$ cat src/rtl/snax_simbacore_out_packer.sv
// Packs PackFactor narrow accelerator beats into one wide streamer word with per-lane strobes.
// A flush pulse emits a trailing partial word at the end of a layer.
module snax_simbacore_out_packer #(
  parameter int unsigned InWidth    = 64,
  parameter int unsigned PackFactor = 4,
  parameter int unsigned CntWidth   = 32,
  parameter int unsigned OutWidth   = InWidth * PackFactor,
  parameter int unsigned IdxWidth   = $clog2(PackFactor + 1)
) (
  input  logic                  clk_i,
  input  logic                  rst_i,
  input  logic [InWidth-1:0]    in_data_i,
  input  logic                  in_valid_i,
  output logic                  in_ready_o,
  output logic [OutWidth-1:0]   out_data_o,
  output logic [PackFactor-1:0] out_strb_o,
  output logic                  out_valid_o,
  input  logic                  out_ready_i,
  input  logic                  flush_i,
  output logic [CntWidth-1:0]   word_cnt_o,
  output logic                  busy_o
);

  localparam int unsigned LaneBits = (PackFactor - 1) * InWidth;
  localparam logic [IdxWidth-1:0] LastIdx = IdxWidth'(PackFactor - 1);

  // Only PackFactor-1 lanes are stored; the last beat goes straight into the output register.
  logic [LaneBits-1:0]   lanes_q, lanes_d;
  logic [IdxWidth-1:0]   cnt_q, cnt_d;
  logic [OutWidth-1:0]   out_data_q, out_data_d;
  logic [PackFactor-1:0] out_strb_q, out_strb_d;
  logic                  out_valid_q, out_valid_d;
  logic                  flush_pend_q, flush_pend_d;
  logic [CntWidth-1:0]   word_cnt_q, word_cnt_d;

  logic out_free, in_ready, in_fire, out_fire;

  assign out_free = !out_valid_q || out_ready_i;
  assign in_ready = !flush_pend_q && ((cnt_q < LastIdx) || out_free);
  assign in_fire  = in_valid_i && in_ready;
  assign out_fire = out_valid_q && out_ready_i;

  always_comb begin
    lanes_d      = lanes_q;
    cnt_d        = cnt_q;
    out_data_d   = out_data_q;
    out_strb_d   = out_strb_q;
    out_valid_d  = out_valid_q;
    flush_pend_d = flush_pend_q;
    word_cnt_d   = word_cnt_q;

    if (out_fire) begin
      out_valid_d = 1'b0;
      word_cnt_d  = word_cnt_q + CntWidth'(1);
    end

    if (flush_pend_q) begin
      if (cnt_q == '0) begin
        flush_pend_d = 1'b0;
      end else if (out_free) begin
        // Stale data in lanes above cnt_q must not leak into the partial word.
        out_data_d = '0;
        out_strb_d = '0;
        for (int unsigned k = 0; k < PackFactor - 1; k++) begin
          if (IdxWidth'(k) < cnt_q) begin
            out_data_d[k*InWidth +: InWidth] = lanes_q[k*InWidth +: InWidth];
            out_strb_d[k]                    = 1'b1;
          end
        end
        out_valid_d  = 1'b1;
        cnt_d        = '0;
        flush_pend_d = 1'b0;
      end
    end else if (in_fire) begin
      if (cnt_q < LastIdx) begin
        for (int unsigned k = 0; k < PackFactor - 1; k++) begin
          if (cnt_q == IdxWidth'(k)) lanes_d[k*InWidth +: InWidth] = in_data_i;
        end
        cnt_d = cnt_q + IdxWidth'(1);
      end else begin
        out_data_d  = {in_data_i, lanes_q};
        out_strb_d  = '1;
        out_valid_d = 1'b1;
        cnt_d       = '0;
      end
    end

    if (flush_i && !flush_pend_q) flush_pend_d = 1'b1;
  end

  always_ff @(posedge clk_i) begin
    if (rst_i) begin
      lanes_q      <= '0;
      cnt_q        <= '0;
      out_data_q   <= '0;
      out_strb_q   <= '0;
      out_valid_q  <= 1'b0;
      flush_pend_q <= 1'b0;
      word_cnt_q   <= '0;
    end else begin
      lanes_q      <= lanes_d;
      cnt_q        <= cnt_d;
      out_data_q   <= out_data_d;
      out_strb_q   <= out_strb_d;
      out_valid_q  <= out_valid_d;
      flush_pend_q <= flush_pend_d;
      word_cnt_q   <= word_cnt_d;
    end
  end

  assign in_ready_o  = in_ready;
  assign out_data_o  = out_data_q;
  assign out_strb_o  = out_strb_q;
  assign out_valid_o = out_valid_q;
  assign word_cnt_o  = word_cnt_q;
  assign busy_o      = (cnt_q != '0) || out_valid_q || flush_pend_q;

endmodule
$ cat config.mk
export PLATFORM = sky130hd
export DESIGN_NAME = snax_simbacore_out_packer
export DESIGN_NICKNAME = d
export VERILOG_FILES = /design/src/rtl/snax_simbacore_out_packer.sv
export SDC_FILE = /design/constraint.sdc
export NUM_CORES = 1
export LEC_CHECK = 0
export ABC_AREA = 1
export CAP_MARGIN = 15
export CORE_MARGIN = 2
export CORE_UTILIZATION = 55
export DETAILED_ROUTE_END_ITERATION = 7
export PLACE_DENSITY = 0.91
export SYNTH_ARGS = -nofsm -noshare
export SYNTH_HDL_FRONTEND = slang
export SYNTH_SLANG_ARGS = --single-unit
$ cat constraint.sdc
create_clock -name clk_i -period 4.5 [get_ports clk_i]
set_input_delay 0.9 -clock clk_i [delete_from_list [all_inputs] [get_ports clk_i]]
set_output_delay 0.9 -clock clk_i [all_outputs]
set_load 0.01 [all_outputs]
==> results.toml <==
[sta]
worst_slew_pin_slew_ps = 975
slew_violations = 0
tns_ps = 0
report.final.setup_viol = 0
hold_ws_ps = 444
setup_ws_ps = 1250
clock_skew_ps = 15.1
fin_crit_ps = 3250
hold_viol = 0
rsz0062_at_grt = "no"
fmax_mhz = 308
maxSlewHeadroom_pct = 35.0
period_share_pct = 72.2

[global_routing]
grt_pass1_vias = 17600
grt_usage_pct = 30.0
grt-ovfl-total = 0
grt_pass1_wl_mm = 88.1
grt_max_degree = 243
antenna_found_initial = 1

[floorplanning]
die_y_um = 190
rows = 67
die_x_um = 190
dieArea_mm2 = 0.0359
start_util_pct = 56.2
ios = 364
fp.coreArea_mm2 = 0.0337

[clock_tree]
cts_buffer_depth = 3
ctsHoldBuffers = 0
root_buffer = "clkbuf_16"
htreeDepth = 2
tritoncts = "done"
clk_latency_ps = 550
post_cts_buffers = 0
path_clk_slew_ps = 60
cts_buffers = 48
post_cts_resized = 0
cts_sinks = 489

[critical_path]
worstPathArrival_ps = 2350
start_kind = "input pin"
ff2ff_setup_slack_ps = 1550
slowest_stage = "clkdlybuf4s50_1"
cp_num_buf_inv = 3
max_stage_delay_ps = 540
crit_top_cell = "nand2_1"
crit_family = "buffers and inverters"
cp_max_fo = 4
cp.required_ps = 3600
path_class = "input pin to output pin"
cp_cell_sequence = "clkdlybuf4s50_1, inv_1, nand2_1, nand2_1, nand2_1, clkdlybuf4s50_1"
worst_setup_path_end_kind = "output pin"

[cells_and_area]
syn_to_final_growth_pct = 27.9
nets = 2948
drive_gt1_share_pct = 3.82
finalNonFillerCells = 3358
final_area_mm2 = 0.0242

[synth]
syn_area_mm2 = 0.0189
synth.distinct_cells = 32
synth_top_area_share_pct = 51.7
ys_ff_latch = 489
syn_inst = 2618
synthTopCellsByArea = "dfxtp_1, nor2_1, a21oi_1"
synth_area_leader_cell = "dfxtp_1"
syn_area_per_cell_um2 = 7.23
synth_seq_area_share_pct = 51.7
synth_nets = 2691
synth_warnings = 0

[placed_design]
place_area_mm2 = 0.0226
dp.cells = 3273
gp_congestion = 0.894
port_buffers = 363
place_worst_setup_slack_ps = 1150
place_hpwl_mm = 34.8

[route]
firstDrtPassIters = 6
postRouteAntennaNets = 0
drc_errors = 0
dr.first_iter.drc_count = 1647
routedWlPerCell_um = 16.7
via_per_inst = 5.43
vias = 18200
drt-total-wl_mm = 56.0

[pwr]
irDropWorstVdd_v = 0.000337
p_per_area_mw_per_mm2 = 460
cellLeakagePower_nw = 10.3

[min_path]
hold_path_class = "register to register"

[outcome]
status = "completed"

[run]
drv_cap = 0
[placed cells by master, fill, tap and decap left out, drive strengths merged]
master,count
clkbuf,65
clkinvlp,2
clkinv,11
a31oi,1
xnor2,1
dfxtp,489
bufinv,5
a31o,1
a211oi,1
o211a,1
o21a,3
o2111ai,1
diode,1
xor2,3
a21oi,280
buf,18
ha,4
nand2,352
nand4,72
or2,1
nand3,20
o2111a,1
clkdlybuf4s50,362
o21ai,270
inv,364
nor3,4
nor3b,1
o211ai,1
nor2,575
[final cells by class]
class / instances / area [µm²]
clock buffers: 65 / 1370
clock inverters: 19 / 226
well taps: 448 / 561
fillers: 2431 / 9490
inverters: 363 / 1360
flip-flops and latches: 489 / 9790
multi-input cells: 1593 / 7090
repair buffers: 380 / 3810
diodes: 1 / 2.50
[registers in the layout, summed over array words and instances, names as in the netlist]
name / cells
cnt_q: 3
out_data_o: 256
lanes_q: 192
flush_pend_q: 1
out_valid_o: 1
word_cnt_o: 32
out_strb_o: 4
[report_power, final]
group	switching (W)	internal, W	total [W]	leakage [nW]
clock network	0.00167	0.00241	0.00408	0.789
logic	0.00122	0.000881	0.00210	5.49
registers	0.000243	0.00471	0.00496	3.98
[metal layers]
metal / vias up / GRT usage [%] / part of all wire, %
met5: - / 0 / 0
met3: 200 / 5.86 / 9.3
met1: 8422 / 35.8 / 38
met4: 0 / 16.5 / 5.4
met2: 937 / 50.9 / 48
li1: 8664 / - / -
[logic make-up after synthesis]
logic type	after synthesis	synth area share, %
simple gates	1025	21.5
fa+ha+maj	4	0.264
compound gates	560	15.0
buf+inv	536	11.3
flops	489	51.7
xor+xnor	4	0.185
[per-stage QoR]
| step | util [%] | power [W] |
|---|---|---|
| floorplan | - | 0.00613 |
| global placement | 67.1 | 0.00698 |
| detailed placement | 67.1 | 0.00708 |
| CTS | 71.8 | 0.0111 |
| global route | 71.8 | 0.0116 |
| finish | 71.8 | 0.0111 |
[path summary, 6_finish.rpt]
kind	depth (start not counted)	endpoint	from
setup reg to reg	9	out_data_o[149]$_SDFFE_PP0P_	cnt_q[0]$_SDFFE_PP0P_
hold reg to reg	2	out_data_o[222]$_SDFFE_PP0P_	out_data_o[222]$_SDFFE_PP0P_
hold / removal	2	out_data_o[222]$_SDFFE_PP0P_	out_data_o[222]$_SDFFE_PP0P_
setup / recovery	6	in_ready_o	out_ready_i
[Yosys cell counts, drive strengths merged]
master	number
a211oi	1
a21oi	280
a31o	1
a31oi	1
buf	65
clkbuf	108
dfxtp	489
ha	4
inv	363
nand2	352
nand3	20
nand4	72
nor2	575
nor3	4
nor3b	1
o2111a	1
o2111ai	1
o211a	1
o211ai	1
o21a	3
o21ai	270
or2	1
xnor2	1
xor2	3
[worst reg2reg max path: cells and delay by family (launching register included)]
family	cells	cell delay, ps
and+or+nand+nor	3	340
adders and majority gates	1	260
DFF	1	470
buffers and inverters	3	620
AOI/OAI and AO/OA	2	1140
Power figures use the tool's default switching activity.
